==> src/rtl/cu_pkg.sv <==
// Shared encodings for the ctrl_unit_p sequencer: opcodes, state codes,
// ALU mode codes and MAR source selects.
package cu_pkg;

    localparam int unsigned ST_W   = 5;
    localparam int unsigned MODE_W = 3;

    localparam logic [4:0] OP_LD  = 5'b00000;
    localparam logic [4:0] OP_ST  = 5'b00001;
    localparam logic [4:0] OP_MI  = 5'b00010;
    localparam logic [4:0] OP_MR  = 5'b00011;
    localparam logic [4:0] OP_SUM = 5'b00100;
    localparam logic [4:0] OP_SB  = 5'b00101;
    localparam logic [4:0] OP_ANR = 5'b00110;
    localparam logic [4:0] OP_CM  = 5'b00111;
    localparam logic [4:0] OP_ORR = 5'b01000;
    localparam logic [4:0] OP_ORI = 5'b01001;
    localparam logic [4:0] OP_XRR = 5'b01010;
    localparam logic [4:0] OP_XRI = 5'b01011;
    localparam logic [4:0] OP_SMI = 5'b01100;
    localparam logic [4:0] OP_SBI = 5'b01101;
    localparam logic [4:0] OP_ANI = 5'b01110;
    localparam logic [4:0] OP_CMI = 5'b01111;
    localparam logic [4:0] OP_JMP = 5'b10000;
    localparam logic [4:0] OP_JZ  = 5'b10001;
    localparam logic [4:0] OP_JC  = 5'b10010;
    localparam logic [4:0] OP_HLT = 5'b10011;

    typedef enum logic [ST_W-1:0] {
        S_F0 = 5'd0, S_F1, S_F2, S_DEC, S_I0, S_I1,
        S_LD0, S_LD1, S_LD2, S_ST0, S_ST1, S_ST2,
        S_MI, S_MR0, S_AL0, S_AL1, S_WB, S_JP, S_HALT
    } state_t;

    localparam logic [MODE_W-1:0] MODE_ADD  = 3'b000;
    localparam logic [MODE_W-1:0] MODE_SUB  = 3'b001;
    localparam logic [MODE_W-1:0] MODE_CMP  = 3'b010;
    localparam logic [MODE_W-1:0] MODE_AND  = 3'b011;
    localparam logic [MODE_W-1:0] MODE_OR   = 3'b100;
    localparam logic [MODE_W-1:0] MODE_XOR  = 3'b101;
    localparam logic [MODE_W-1:0] MODE_PASS = 3'b111;

    localparam logic [1:0] RAM_SRC_PC  = 2'b00;
    localparam logic [1:0] RAM_SRC_MBR = 2'b01;

endpackage

==> src/rtl/cu_decode.sv <==
// Opcode classifier: instruction length, immediate/write-back attributes,
// ALU mode and the state that begins execution.
module cu_decode
    import cu_pkg::*;
#(
    parameter int unsigned OPC_W = 5
) (
    input  logic [OPC_W-1:0]  opcode,
    output logic              two_word,
    output logic              is_imm,
    output logic              writes_back,
    output logic [MODE_W-1:0] alu_mode,
    output logic [ST_W-1:0]   exec_state,
    output logic              illegal
);

    always_comb begin
        two_word    = 1'b0;
        is_imm      = 1'b0;
        writes_back = 1'b0;
        alu_mode    = MODE_PASS;
        exec_state  = S_F0;
        illegal     = 1'b0;
        case (opcode)
            OPC_W'(OP_LD):  begin two_word = 1'b1; exec_state = S_LD0; end
            OPC_W'(OP_ST):  begin two_word = 1'b1; exec_state = S_ST0; end
            OPC_W'(OP_MI):  begin two_word = 1'b1; exec_state = S_MI;  end
            OPC_W'(OP_MR):  begin writes_back = 1'b1; exec_state = S_MR0; end
            OPC_W'(OP_SUM): begin writes_back = 1'b1; alu_mode = MODE_ADD; exec_state = S_AL0; end
            OPC_W'(OP_SB):  begin writes_back = 1'b1; alu_mode = MODE_SUB; exec_state = S_AL0; end
            OPC_W'(OP_ANR): begin writes_back = 1'b1; alu_mode = MODE_AND; exec_state = S_AL0; end
            OPC_W'(OP_CM):  begin alu_mode = MODE_CMP; exec_state = S_AL0; end
            OPC_W'(OP_ORR): begin writes_back = 1'b1; alu_mode = MODE_OR;  exec_state = S_AL0; end
            OPC_W'(OP_XRR): begin writes_back = 1'b1; alu_mode = MODE_XOR; exec_state = S_AL0; end
            OPC_W'(OP_ORI): begin
                two_word = 1'b1; is_imm = 1'b1; writes_back = 1'b1;
                alu_mode = MODE_OR; exec_state = S_AL0;
            end
            OPC_W'(OP_XRI): begin
                two_word = 1'b1; is_imm = 1'b1; writes_back = 1'b1;
                alu_mode = MODE_XOR; exec_state = S_AL0;
            end
            OPC_W'(OP_SMI): begin
                two_word = 1'b1; is_imm = 1'b1; writes_back = 1'b1;
                alu_mode = MODE_ADD; exec_state = S_AL0;
            end
            OPC_W'(OP_SBI): begin
                two_word = 1'b1; is_imm = 1'b1; writes_back = 1'b1;
                alu_mode = MODE_SUB; exec_state = S_AL0;
            end
            OPC_W'(OP_ANI): begin
                two_word = 1'b1; is_imm = 1'b1; writes_back = 1'b1;
                alu_mode = MODE_AND; exec_state = S_AL0;
            end
            OPC_W'(OP_CMI): begin
                two_word = 1'b1; is_imm = 1'b1;
                alu_mode = MODE_CMP; exec_state = S_AL0;
            end
            OPC_W'(OP_JMP), OPC_W'(OP_JZ), OPC_W'(OP_JC): begin
                two_word = 1'b1; exec_state = S_JP;
            end
            OPC_W'(OP_HLT): exec_state = S_HALT;
            default:        illegal = 1'b1;
        endcase
    end

endmodule

==> src/rtl/ctrl_unit_p.sv <==
// Multi-cycle control unit: fetch, optional second-word fetch, decode and
// execute, with strobes decoded from the current state and the IR fields.
module ctrl_unit_p
    import cu_pkg::*;
#(
    parameter int unsigned DATA_W    = 16,
    parameter int unsigned OPC_W     = 5,
    parameter int unsigned REG_SEL_W = 3
) (
    input  logic                 cu_clk,
    input  logic                 cu_rst_n,
    input  logic [DATA_W-1:0]    cu_in,
    input  logic                 zero,
    input  logic                 carry,
    output logic [2:0]           mode,
    output logic [REG_SEL_W-1:0] select,
    output logic [4:0]           state,
    output logic [1:0]           RAM_in,
    output logic                 MBR_we,
    output logic                 IR_we,
    output logic                 PC_inc,
    output logic                 PC_load,
    output logic                 RF_we,
    output logic                 Acc_we,
    output logic                 MAR_we,
    output logic                 RAM_we,
    output logic                 ALU_mux,
    output logic                 RF_mux,
    output logic                 ALU_out_mux,
    output logic                 MBR_mux,
    output logic                 data_imm,
    output logic                 halted,
    output logic                 illegal_op
);

    logic [OPC_W-1:0]     opcode;
    logic [REG_SEL_W-1:0] dst;
    logic [REG_SEL_W-1:0] src;
    logic                 unused_in;

    assign opcode    = cu_in[DATA_W-1 -: OPC_W];
    assign dst       = cu_in[2*REG_SEL_W-1 -: REG_SEL_W];
    assign src       = cu_in[REG_SEL_W-1:0];
    assign unused_in = ^cu_in;

    logic              two_word;
    logic              is_imm;
    logic              writes_back;
    logic [MODE_W-1:0] alu_mode;
    logic [ST_W-1:0]   exec_state;
    logic              illegal;

    cu_decode #(.OPC_W(OPC_W)) u_decode (
        .opcode      (opcode),
        .two_word    (two_word),
        .is_imm      (is_imm),
        .writes_back (writes_back),
        .alu_mode    (alu_mode),
        .exec_state  (exec_state),
        .illegal     (illegal)
    );

    state_t cur;
    logic   flag_z;
    logic   flag_c;

    // Sequencer; flags are captured only on the edge that leaves AL1.
    always_ff @(posedge cu_clk or negedge cu_rst_n) begin
        if (!cu_rst_n) begin
            cur    <= S_F0;
            flag_z <= 1'b0;
            flag_c <= 1'b0;
        end else begin
            case (cur)
                S_F0:   cur <= S_F1;
                S_F1:   cur <= S_F2;
                S_F2:   cur <= S_DEC;
                S_DEC:  cur <= two_word ? S_I0 : state_t'(exec_state);
                S_I0:   cur <= S_I1;
                S_I1:   cur <= state_t'(exec_state);
                S_LD0:  cur <= S_LD1;
                S_LD1:  cur <= S_LD2;
                S_LD2:  cur <= S_F0;
                S_ST0:  cur <= S_ST1;
                S_ST1:  cur <= S_ST2;
                S_ST2:  cur <= S_F0;
                S_MI:   cur <= S_F0;
                S_MR0:  cur <= S_WB;
                S_AL0:  cur <= S_AL1;
                S_AL1: begin
                    flag_z <= zero;
                    flag_c <= carry;
                    cur    <= writes_back ? S_WB : S_F0;
                end
                S_WB:   cur <= S_F0;
                S_JP:   cur <= S_F0;
                S_HALT: cur <= S_HALT;
                default: cur <= S_F0;
            endcase
        end
    end

    assign state = cur;

    // Strobes are forced quiet while reset is held, so an aborted step drops at once.
    always_comb begin
        mode        = MODE_PASS;
        select      = '0;
        RAM_in      = RAM_SRC_PC;
        MBR_we      = 1'b0;
        IR_we       = 1'b0;
        PC_inc      = 1'b0;
        PC_load     = 1'b0;
        RF_we       = 1'b0;
        Acc_we      = 1'b0;
        MAR_we      = 1'b0;
        RAM_we      = 1'b0;
        ALU_mux     = 1'b0;
        RF_mux      = 1'b0;
        ALU_out_mux = 1'b0;
        MBR_mux     = 1'b0;
        data_imm    = 1'b0;
        halted      = 1'b0;
        illegal_op  = 1'b0;
        if (cu_rst_n) begin
            case (cur)
                S_F0, S_I0: MAR_we = 1'b1;
                S_F1, S_I1: begin
                    MBR_we = 1'b1;
                    PC_inc = 1'b1;
                end
                S_F2:  IR_we = 1'b1;
                S_DEC: illegal_op = illegal;
                S_LD0, S_ST0: begin
                    MAR_we = 1'b1;
                    RAM_in = RAM_SRC_MBR;
                end
                S_LD1: MBR_we = 1'b1;
                S_LD2, S_MI: begin
                    RF_we    = 1'b1;
                    data_imm = 1'b1;
                    select   = dst;
                end
                S_ST1: begin
                    MBR_we  = 1'b1;
                    MBR_mux = 1'b1;
                    select  = dst;
                end
                S_ST2: RAM_we = 1'b1;
                S_MR0: begin
                    Acc_we      = 1'b1;
                    ALU_out_mux = 1'b1;
                    select      = src;
                end
                S_AL0: begin
                    Acc_we      = 1'b1;
                    ALU_out_mux = 1'b1;
                    select      = dst;
                end
                S_AL1: begin
                    Acc_we   = 1'b1;
                    mode     = alu_mode;
                    select   = src;
                    ALU_mux  = is_imm;
                    data_imm = is_imm;
                end
                S_WB: begin
                    RF_we  = 1'b1;
                    RF_mux = 1'b1;
                    select = dst;
                end
                S_JP: PC_load = (opcode == OPC_W'(OP_JMP))
                             | ((opcode == OPC_W'(OP_JZ)) & flag_z)
                             | ((opcode == OPC_W'(OP_JC)) & flag_c);
                S_HALT: halted = 1'b1;
                default: ;
            endcase
        end
    end

endmodule

==> config.mk <==
export PLATFORM = sky130hd
export DESIGN_NAME = ctrl_unit_p
export DESIGN_NICKNAME = d
export VERILOG_FILES = /design/src/rtl/cu_pkg.sv /design/src/rtl/cu_decode.sv /design/src/rtl/ctrl_unit_p.sv
export SDC_FILE = /design/constraint.sdc
export NUM_CORES = 1
export LEC_CHECK = 0
export ABC_AREA = 1
export CORE_AREA = 2 2 43 64
export CTS_CLUSTER_SIZE = 16
export DETAILED_ROUTE_END_ITERATION = 10
export DIE_AREA = 0 0 45 66
export PLACE_DENSITY = 0.73
export SETUP_SLACK_MARGIN = 0.2
export SLEW_MARGIN = 20
export SYNTH_ARGS = -nofsm -noshare
export SYNTH_HDL_FRONTEND = slang
export SYNTH_SLANG_ARGS = --single-unit
==> constraint.sdc <==
create_clock -name cu_clk -period 1.6 [get_ports cu_clk]
set_clock_uncertainty 0.15 [all_clocks]
set_input_delay 0.24 -clock cu_clk [delete_from_list [all_inputs] [get_ports cu_clk]]
set_output_delay 0.24 -clock cu_clk [all_outputs]
set_load 0.03 [all_outputs]
==> summary.md, run 1 <==
| Metric | Value |
|---|---|
| Count of cell types in the netlist | 23 |
| Worst EP Category | output port |
| Simple-gate share of the synthesized area | 0.5620 |
| Number of I/O pins | 48 |
| Cts bufs inserted | 3 |
| Syn_nets | 185 |
| Syn Inst Count | 165 |
| Mean post-synth cell area | between 5 and 6 µm² |
| Largest net degree at the start of global routing | 11 |
| Floorplan die width | ~45 µm |
| XOR/XNOR Fraction of Synth Area | 0 |
| Yosys top cell by area | nand2_1 |
| Seq/Total Area, Yosys | 0.2017 |
| Synthesis-stage register bit count | 7 |
| CTS Buffer Depth | 2 |
| Critical endpoint after global-route timing repair | select[1] |
| Hpwl dp | roughly 3100 µm |
| Synth top area share | 0.2680 |
| Port Buffers | 41 |
| Last stage reached | global routing |
| Err | [ERROR DPL-0038] Utilization greater than 100%, impossible to legalize |
| Root Driver | clkbuf_4 |
| Clock H-tree levels | 1 |
| Sink Count | 7 |
| Final GP Congestion | around 0.85 |
| Compound-Gate Fraction of Synth Area | 0.1225 |
| Synth Area in Adders | 0 |
| Main area contributors after synthesis | nand2_1 27%, dfrtp_1 20%, nand3_1 10% |
| Cell Area, Synth | 868.3 µm² |
| Die height | approximately 66 µm |
| Std cell rows | 22 |
| Status | aborted with a tool error |
| Mux cell area share after synthesis | 0 |
| Synth Warn # | 0 |
| Initial Utilization | 0.3585 |
| Largest family of logic cells by synthesized area | simple AND/OR/NAND/NOR gates |
[cells in the mapped netlist]
library cell and n:
inv_1 19, clkbuf_1 2, a31oi_1 3, nand3_2 1, inv_2 1, buf_2 1, nor2_1 23, nand3_1 18
nor4_1 2, a21oi_1 11, buf_4 1, nor2_4 2, dfrtp_1 7, o21ai_0 2, nand2_2 1, o21a_1 1
nand2_1 62, nor3_1 3, o31ai_1 1, nor2_2 1, nand4_1 1, conb_1 1, o21bai_1 1
[timing repair]
item,CTS
hold buffers,1
setup endpoints to repair,32
pin swaps,16
hold endpoints to repair,7
resized for setup,80
buffers inserted,15
[through the flow]
stage	std cells	setup WS (ns)	setup TNS (ns)	area (µm²)
after floorplan	165	-0.1185	-1.273	1162
after global placement	271	-0.3353	-5.468	1874
after detailed placement	271	-0.3782	-5.948	1874
after CTS	291	-0.3625	-6.322	2223
[cells by family after synthesis]
group,Yosys count
buf+inv,24
simple gates,114
flops,7
compound gates,19
other cells,1
==> inputs of run 2 (changes only) <==
--- a/config.mk
+++ b/config.mk
@@ -6,12 +6,10 @@
 export NUM_CORES = 1
 export LEC_CHECK = 0
 export ABC_AREA = 1
-export CORE_AREA = 2 2 43 64
-export CTS_CLUSTER_SIZE = 16
+export CORE_AREA = 2 2 63 65
 export DETAILED_ROUTE_END_ITERATION = 10
-export DIE_AREA = 0 0 45 66
-export PLACE_DENSITY = 0.73
-export SETUP_SLACK_MARGIN = 0.2
+export DIE_AREA = 0 0 65 67
+export PLACE_DENSITY_LB_ADDON = 0.15
 export SLEW_MARGIN = 20
 export SYNTH_ARGS = -nofsm -noshare
 export SYNTH_HDL_FRONTEND = slang
==> run 2 against run 1 <==
The flow now finishes, with violations (negative setup slack). Synthesized cell count did not move. Synthesized area stayed put.
==> summary.md, run 2 <==
| Metric | Value |
|---|---|
| Number of vias per cell | about 4.5 |
| Clock Latency Late Sink | 0.22 ns |
| Storage cell area | around 180 µm² |
| R2r worst-path depth | 8 |
| Vias in the first global route | 1477 |
| Cell Area, Synth | about 870 µm² |
| Main area contributors after synthesis | nand2_1 27%, dfrtp_1 20%, nand3_1 10% |
| Minimum clock period | 1.940 ns |
| Synth Warn # | 0 |
| Die ar. | 0.004355 mm² |
| Commonest non-fill, non-tap cell in the layout | buf_4 |
| Overflow after GRT | 0 |
| Seq pwr share | 0.127 |
| Initial antenna violation count | 0 |
| Worst-path clk slew | roughly 0.040 ns |
| Number of flip-flops in the largest register | 5 |
| HP Class | in2async |
| CP Capture Type | output pin |
| Worst hold slack | 0.2008 ns |
| Cts bufs inserted | 3 |
| Gate power share | 0.790 |
| Final Max Slew Viols | 0 |
| Hold Buf Count CTS | 0 |
| Gr usage total | 0.1858 |
| Sink Count | 7 |
| Final worst setup slack | -0.3398 ns |
| Cell with the most instances after synthesis | nand2_1 |
| Final wirelength | approximately 3800 µm |
| Commonest cells in the netlist | 62 x nand2_1, 23 x nor2_1, 19 x inv_1 |
| Routed Antenna Nets | 0 |
| RSZ-0062 raised after global routing | true |
| Setup-failing EPs final | 22 |
| MaxCap Viol Count | 0 |
| Commonest non-fill, non-tap cells in the layout | 66 x buf_4, 43 x nand2_1, 22 x buf_6 |
| Sw power | 0.001416 W |
| Endpoints failing hold | 0 |
| Synth top area share | 0.2680 |
| Status | finished with violations |
| Port Buffers | 41 |
| Pwr Density | between 1000 and 1500 mW/mm² |
| CTS Buffer Depth | 2 |
| First-pass GRT wire length | roughly 6300 µm |
| Clock H-tree levels | 1 |
| Wirelength per Cell | 11.93 µm |
| WS Path Type | reg2out |
| TritonRoute pass-1 iters | 6 |
| Fillers | 312 |
| Cell Int Power | 0.001494 W |
| Violated checks | negative setup slack |
| CP Data Required Time | roughly 1.2 ns |
| Initial Utilization | 0.2408 |
| Sw Share | 0.4865 |
| Floorplan die width | between 60 and 70 µm |
| Seq/Total Area, Yosys | 0.2017 |
| Fmax | roughly 520 MHz |
| Crit path DAT | about 1.6 ns |
| Layout cells sized above 1 | 0.6236 |
| # diodes | 0 |
| RR Startpoint | state[4] |
| CTS tree | built |
| Synthesis-stage register bit count | 7 |
| Area occupied by multi-input gates | about 0.001 mm² |
| DRC | 0 |
| RR Endpoint | state[4] |
| LEAKAGE | 1.159 nW |
| Vias | 1444 |
| Std cell rows | 22 |
| Fraction of registers with async set/reset | 1.000 |
| Syn Inst Count | around 170 |
| Hpwl dp | about 3000 µm |
| Final GP Congestion | ~0.9 |
| Tcrit/Tclk final | 1.212 |
| CP max FO | 4 |
| R2R setup slack | roughly 0.060 ns |
| Max VDD drop | around 0.63 mV |
| Core ar. | between 0.003 and 0.004 mm² |
| Syn_nets | around 190 |
| Die height | between 60 and 70 µm |
| Root Driver | clkbuf_8 |
| Count of cell types in the netlist | 23 |
| Mean post-synth cell area | 5.263 µm² |
| NumNets Final | 292 |
| Area growth syn-to-layout | 165.4% |
| Number of I/O pins | 48 |
| Initial DRC Count | 31 |
| Crit start category | flip-flop |
| Predominant post-synthesis flop cell | dfrtp_1 |
| Number of synthesized flops with an enable pin | 0 |
| Yosys top cell by area | nand2_1 |
| Clock share of power | 0.083 |
| Total Neg Setup Slack | -5.451 ns |
| Largest net degree at the start of global routing | 10 |
## run 2: area by class of cell
class | instances | share of cell area
well taps | 48 | 0.02606
flip-flops and latches | 7 | 0.07872
multi-input cells | 134 | 0.4359
clock buffers | 4 | 0.01954
inverters | 20 | 0.03474
repair buffers | 106 | 0.4050
## run 2: worst max path at each step
stage	startpoint	end	slack, ns	cells after the start
final	state[4]	select[1]	-0.34	7
after global routing	state[4]	select[1]	-0.42	7
after CTS	state[1]	MAR_we	-0.34	5
after detailed placement	cu_in[15]	mode[0]	-0.34	8
after global placement	cu_in[13]	data_imm	-0.32	8
after floorplan	state[4]	select[0]	-0.12	7
## run 2: repair_timing
action,in CTS,in global routing
resized for setup,57,16
setup endpoints to repair,27,26
setup buffers,9,2
pin swaps,13,13
## run 2: through the flow
stage / cell area, µm² / worst slack, ns / cells / utilization / total power, W
4_1_cts: 2256 / -0.3358 / 318 / 0.6256 / 0.002815
5_1_grt: 2305 / -0.4186 / 319 / 0.6391 / 0.003101
2_1_floorplan: 1152 / -0.1223 / 165 / - / 0.001389
6_report: 2305 / -0.3398 / 319 / 0.6391 / 0.002910
3_5_place_dp: 1977 / -0.3389 / 305 / 0.5482 / 0.002287
3_3_place_gp: 1977 / -0.3165 / 305 / 0.5482 / 0.002263
## run 2: metal layers
layer,GRT usage,part of all wire
met4,0.04521,0
met5,0,0
met2,0.3544,0.55
met3,0.02196,0.029
met1,0.2189,0.42
## run 2: power groups by stage
stage          clock network (W)  registers, W  logic (W)
3_3_place_gp                   0      0.000353    0.00191
4_1_cts                 0.000248      0.000366    0.00220
5_1_grt                 0.000269      0.000379    0.00245
3_5_place_dp                   0      0.000355    0.00193
6_report                0.000242      0.000368    0.00230
2_1_floorplan                  0      0.000477   0.000912
## run 2: worst max-delay path: stages (launching register included)
cell and delay (ns):
dfrtp_2 0.44, buf_12 0.15, nor2_4 0.18, nand2_4 0.11
nand2_4 0.13, nand2_4 0.06, a21oi_4 0.12, buf_6 0.14
## run 2: kinds of logic (layout without fill, tap and decap cells)
logic type,after synthesis,count (layout),share of synthesized area
other,1,1,0.004319
flip-flops,7,7,0.2017
AO/OA/AOI/OAI,19,19,0.1225
buffers and inverters,24,130,0.1095
AND/OR/NAND/NOR,114,114,0.5620
Note: power is estimated with default switching activity, not from simulation.
==> inputs of run 3 (changes only) <==
--- a/config.mk
+++ b/config.mk
@@ -14,3 +14,4 @@
 export SYNTH_ARGS = -nofsm -noshare
 export SYNTH_HDL_FRONTEND = slang
 export SYNTH_SLANG_ARGS = --single-unit
+export TNS_END_PERCENT = 20
==> run 3 against run 2 <==
The run still ends with negative setup slack left. Die area did not move. Combinational power fell by 9.1%. Final cell count fell by 1.9%. First-iteration DRC count rose by 71%. Clock power barely moved. Sequential power rose by 5.7%. Register-to-register slack got worse by 0.09 ns. Worst hold slack got worse by 0.010 ns. Routed wire length fell by 4.2%. Via count fell by 0.76%. Global-route usage fell by 1.9 points. Count of clock-buffer cells in the layout did not move. Critical endpoint is now Acc_we.
==> summary.md, run 3 (synthesis gave the netlist of run 2 again) <==
| Metric | Value |
|---|---|
| Area growth syn-to-layout | 151.2% |
| Gate power share | 0.767 |
| Pre-CTS setup slack | -0.3786 ns |
| Hold Buf Count CTS | 0 |
| NumNets Final | between 200 and 300 |
| WS Path Type | reg2out |
| Clock share of power | 0.090 |
| Sw power | about 0.0014 W |
| Sw Share | 0.5016 |
| Largest net degree at the start of global routing | 12 |
| Crit path from | state[4] |
| CP Capture Type | output pin |
| Wirelength per Cell | ~12 µm |
| R2R setup slack | -0.03 ns |
| Cell Int Power | 0.001356 W |
| RR Startpoint | state[4] |
| CTS tree | built |
| RSZ-0062 raised after global routing | true |
| Die height | 67 µm |
| Worst-path clk slew | ~0.040 ns |
| RR Endpoint | state[1] |
| Worst-path cell chain | buf_4 -> buf_4 -> nor2_4 -> nand2_4 -> a31oi_4 -> buf_6 |
| CTS Buffer Depth | 2 |
| Worst path max stage delay | 0.42 ns |
| Commonest non-fill, non-tap cells in the layout | 66 x buf_4, 45 x nand2_1, 17 x buf_6 |
| Final wirelength | between 3000 and 4000 µm |
| Core ar. | approximately 0.0036 mm² |
| Status | finished with violations |
| Number of I/O pins | 48 |
| Clock Latency Late Sink | about 0.23 ns |
| Final Max Slew Viols | 0 |
| CP Data Required Time | between 1 and 1.5 ns |
| Initial Utilization | 0.2408 |
| Clock H-tree levels | 1 |
| Hpwl dp | 2843 µm |
| DRC | 0 |
| Pwr Density | ~1200 mW/mm² |
| Initial DRC Count | 53 |
| Crit path DAT | 1.55 ns |
| First-pass GRT wire length | between 5000 and 6000 µm |
| Top delay family on crit path | buffers and inverters |
| Setup-failing EPs final | 23 |
| Total Power Consumption | between 0.002 and 0.003 W |
| HP Class | in2async |
| Commonest non-fill, non-tap cell in the layout | buf_4 |
| Vias | ~1.4k |
| Violated checks | negative setup slack |
| Routed Antenna Nets | 0 |
| R2r worst-path depth | 8 |
| Max VDD drop | 0.5997 mV |
| Initial antenna violation count | 0 |
| LEAKAGE | 1.090 nW |
| Floorplan die width | between 60 and 70 µm |
| Port Buffers | between 40 and 50 |
| Cts bufs inserted | 3 |
| Worst path bufs/invs | 3 |
| Seq pwr share | 0.143 |
| Layout cells sized above 1 | 0.5849 |
| CP max FO | 5 |
| Vias in the first global route | roughly 1.3k |
| Final worst setup slack | -0.3432 ns |
| # diodes | 0 |
| Crit path max-delay cell type | dfrtp_2 |
| Number of flip-flops in the largest register | 5 |
| Fmax | 514.6 MHz |
| Crit start category | flip-flop |
| Critical path depth | 6 |
| Root Driver | clkbuf_8 |
| Tcrit/Tclk final | 1.214 |
| Final GP Congestion | between 0.8 and 0.9 |
| Gr usage total | 0.1673 |
| Minimum clock period | ~1.9 ns |
| MaxCap Viol Count | 0 |
| Overflow after GRT | 0 |
| Die ar. | 0.004355 mm² |
| Endpoints failing hold | 0 |
| Sink Count | 7 |
| Number of vias per cell | about 4.6 |
| Core Util, Final | 0.6048 |
| TritonRoute pass-1 iters | 4 |
| Cell mode on critical path | buf_4 |
| Std cell rows | 22 |
==> run 3: changes by cell type in the layout (fill, tap and decap cells not counted), sizes merged <==
cell | before | now
dlygate4sd2 | 4 | 3
clkdlybuf4s15 | 0 | 1
dlymetal6s2s | 0 | 1
buf | 90 | 83
==> run 3: area by class of cell <==
cell class / count / area, µm²
clock buffer: 4 / 45.04
fill: 338 / 1425
inverter: 20 / 77.57
multi-input combinational: 134 / 965.9
sequential: 7 / 181.4
tap: 48 / 60.06
timing repair buffer: 100 / 850.8
==> run 3: routing by layer <==
metal | global-route usage | part of all wire
met4 | 0.03989 | 0.0074
met1 | 0.1967 | 0.41
met5 | 0 | 0
met3 | 0.01689 | 0.035
met2 | 0.3222 | 0.55
==> run 3: timing repair <==
action / 4_1_cts / 5_1_grt
pin swaps: 3 / 12
buffers inserted: 4 / 9
setup endpoints to repair: 25 / 27
resized for setup: 21 / 38
==> run 3: power groups by stage <==
stage                     sequential [W]  combinational (W)  clock [W]
after floorplan                 0.000477           0.000906          0
after global placement          0.000369            0.00173          0
after detailed placement        0.000371            0.00174          0
after CTS                       0.000363            0.00184   0.000254
after global routing            0.000399            0.00222   0.000273
final                           0.000389            0.00209   0.000245
==> run 3: per-stage QoR <==
stage	std cells	area, µm²	TNS (ns)	hold slack [ns]
after global routing	313	2181	-7.545	0.1908
after floorplan	165	1141	-1.446	-0.2056
after detailed placement	296	1877	-6.230	0.3209
final	313	2181	-6.069	0.1908
after global placement	296	1877	-6.010	0.3061
after CTS	304	2001	-5.956	0.1915
==> run 3: how the worst max path moves through the flow <==
| stage | slack (ns) | to |
|---|---|---|
| CTS | -0.31 | mode[1] |
| global placement | -0.33 | data_imm |
| floorplan | -0.12 | select[0] |
| finish | -0.34 | Acc_we |
| global route | -0.42 | Acc_we |
| detailed placement | -0.38 | data_imm |
==> inputs of run 4 (changes only) <==
--- a/config.mk
+++ b/config.mk
@@ -6,12 +6,13 @@
 export NUM_CORES = 1
 export LEC_CHECK = 0
 export ABC_AREA = 1
-export CORE_AREA = 2 2 63 65
+export CORE_AREA = 2 2 67 69
 export DETAILED_ROUTE_END_ITERATION = 10
-export DIE_AREA = 0 0 65 67
+export DIE_AREA = 0 0 69 71
 export PLACE_DENSITY_LB_ADDON = 0.15
 export SLEW_MARGIN = 20
 export SYNTH_ARGS = -nofsm -noshare
 export SYNTH_HDL_FRONTEND = slang
+export SYNTH_HIERARCHICAL = 1
 export SYNTH_SLANG_ARGS = --single-unit
 export TNS_END_PERCENT = 20
==> run 4 against run 3 <==
The run still ends with negative setup slack left. Synthesized cell count rose by 11%. Clock power about the same. Power is 3.8% lower. Sequential cell count stayed put. Sequential share of layout area down 0.66 points. Critical path depth up 1. Critical path type unchanged.
==> summary.md, run 4 <==
| Metric | Value |
|---|---|
| Status | finished with violations |
| Violated checks | negative setup slack |
| Die height | between 70 and 80 µm |
| Core ar. | 0.004204 mm² |
| Port Buffers | 41 |
| Final wirelength | a little under 4000 µm |
| Hpwl dp | 3115 µm |
| Cell with the most instances after synthesis | nand2_1 |
| Hold Buf Count CTS | 0 |
| Synth Warn # | 6 |
| Commonest non-fill, non-tap cell in the layout | buf_4 |
| Initial DRC Count | 37 |
| Cts bufs inserted | 3 |
| Storage cell area | approximately 180 µm² |
| DRC | 0 |
| Initial antenna violation count | 0 |
| Die ar. | a little under 0.005 mm² |
| Total Power Consumption | between 0.002 and 0.003 W |
| Crit path from | state[3] |
| Worst path max stage delay | 0.40 ns |
| Max VDD drop | a little over 0.4 mV |
| XOR/XNOR Fraction of Synth Area | 0 |
| TritonRoute pass-1 iters | 4 |
| Cell Area, Synth | roughly 0.0010 mm² |
| CTS tree | built |
| Setup-failing EPs final | 27 |
| Tcrit/Tclk final | 1.215 |
| Overflow after GRT | 0 |
| Worst-path clk slew | 0.04 ns |
| Synth Area in Adders | 0 |
| Crit path max-delay cell type | dfrtp_2 |
| Fillers | 396 |
| First-pass GRT wire length | between 6000 and 7000 µm |
| CP max FO | 6 |
| Dpl cell area | just under 0.002 mm² |
| Sink Count | 7 |
| Top delay family on crit path | buffers and inverters |
| LEAKAGE | roughly 1.1 nW |
| Vias | 1517 |
| Predominant post-synthesis flop cell | dfrtp_1 |
| Routed Antenna Nets | 0 |
| Syn_nets | 203 |
| Fmax | ~500 MHz |
| Worst-path cell chain | buf_4 -> nor2_2 -> buf_4 -> buf_4 -> nand2_1 -> nor2_2 -> buf_6 |
| Mux cell area share after synthesis | 0 |
| Simple-gate share of the synthesized area | 0.5459 |
| HP Class | in2async |
| Commonest cells in the netlist | 60 x nand2_1, 29 x nor2_1, 20 x inv_1 |
| Largest net degree at the start of global routing | 11 |
| Layout cells sized above 1 | 0.5744 |
| Number of I/O pins | 48 |
| Final worst setup slack | -0.3446 ns |
| Commonest non-fill, non-tap cells in the layout | 56 x buf_4, 40 x nand2_1, 31 x buf_6 |
| CP Capture Type | output pin |
| Compound-Gate Fraction of Synth Area | 0.1414 |
| Area occupied by multi-input gates | around 1000 µm² |
| RSZ-0062 raised after global routing | true |
| Initial Utilization | 0.2399 |
| Number of synthesized flops with an enable pin | 0 |
| Synth top area share | 0.2233 |
| Worst path bufs/invs | 4 |
| Gr usage total | 0.1689 |
| Area growth syn-to-layout | 134.7% |
| Fraction of registers with async set/reset | 1.000 |
| Endpoints failing hold | 0 |
| Count of cell types in the netlist | 32 |
| Largest family of logic cells by synthesized area | simple AND/OR/NAND/NOR gates |
| Clock H-tree levels | 1 |
| Pwr Density | 1107 mW/mm² |
| Vias in the first global route | approximately 1.5k |
| MaxCap Viol Count | 0 |
| Clock Latency Late Sink | 0.22 ns |
| Final Max Slew Viols | 0 |
| CTS Buffer Depth | 2 |
| Crit path DAT | around 1.6 ns |
| Minimum clock period | 1.945 ns |
| Wirelength per Cell | between 10 and 15 µm |
| Core Util, Final | 0.5631 |
| Cell mode on critical path | buf_4 |
| WS Path Type | reg2out |
| Seq/Total Area, Yosys | 0.1737 |
| Number of vias per cell | between 4 and 5 |
| NumNets Final | 310 |
| CP Data Required Time | approximately 1.2 ns |
| Crit start category | flip-flop |
| # diodes | 0 |
| Std cell rows | 24 |
| Worst hold slack | 0.1575 ns |
| Root Driver | clkbuf_8 |
| Main area contributors after synthesis | nand2_1 22%, dfrtp_1 17%, nor2_1 11% |
| Syn Inst Count | approximately 180 |
| Yosys top cell by area | nand2_1 |
| Post-layout instance area | about 0.0024 mm² |
| Mean post-synth cell area | approximately 5.5 µm² |
| Synthesis-stage register bit count | 7 |
| Number of flip-flops in the largest register | 5 |
| RR Startpoint | state[3] |
| Floorplan die width | 69 µm |
| Final GP Congestion | 0.8328 |
run 4: layer usage:
layer / routed length [µm] / track usage / vias to the layer above / part of all wire
li1: - / - / 801 / -
met1: 1656 / 0.2067 / 690 / 0.42
met2: 2207 / 0.3141 / 24 / 0.55
met3: 99 / 0.01282 / 2 / 0.025
met4: 14 / 0.05229 / 0 / 0.0035
met5: 0 / 0 / - / 0
run 4: final cells by class:
class / count / share of cell area
multi-input combinational: 147 / 0.4223
timing repair buffer: 107 / 0.4075
sequential: 7 / 0.07664
inverter: 24 / 0.04704
tap: 52 / 0.02748
clock buffer: 4 / 0.01903
run 4: worst paths after layout:
path | endpoint | slack, ns | depth (start not counted)
max | illegal_op | -0.34 | 7
min | state[2] | 0.16 | 3
max reg2reg | state[1] | -0.08 | 9
min reg2reg | flag_z | 0.32 | 2
max in group asynchronous | state[3] | 0.88 | 4
min in group cu_clk | flag_z | 0.32 | 2
run 4: what timing repair did:
item / in CTS / in global routing
resized for setup: 60 / 36
endpoints found under the setup margin: 31 / 27
pin swaps: 4 / 9
setup buffers: 4 / 8
run 4: kinds of logic (layout without fill, tap and decap cells):
| group | count (synthesis) | after routing |
|---|---|---|
| flip-flops | 7 | 7 |
| buffers and inverters | 29 | 135 |
| AND/OR/NAND/NOR | 122 | 122 |
| AO/OA/AOI/OAI | 24 | 24 |
| other | 1 | 1 |
run 4: per-stage QoR:
| stage | setup TNS (ns) | setup slack, ns | std cells |
|---|---|---|---|
| detailed placement | -11.96 | -0.7728 | 325 |
| floorplan | -1.702 | -0.1256 | 183 |
| CTS | -5.981 | -0.3548 | 333 |
| global placement | -11.80 | -0.7560 | 325 |
| global route | -8.227 | -0.4051 | 341 |
| finish | -6.166 | -0.3446 | 341 |
run 4: worst register-to-register path, cell delays in order (launching register included):
cell,delay (ns)
dfrtp_2,0.40
buf_4,0.17
nor2_2,0.15
buf_4,0.13
buf_4,0.11
nand2_1,0.08
buf_4,0.15
o21ai_2,0.12
nand2_1,0.07
nand2_1,0.07
run 4: power breakdown:
| group | total [W] | switching [W] | internal (W) |
|---|---|---|---|
| clock network | 0.000246 | 0.0000736 | 0.000172 |
| logic | 0.00207 | 0.00111 | 0.000953 |
| registers | 0.000309 | 0.0000494 | 0.000259 |
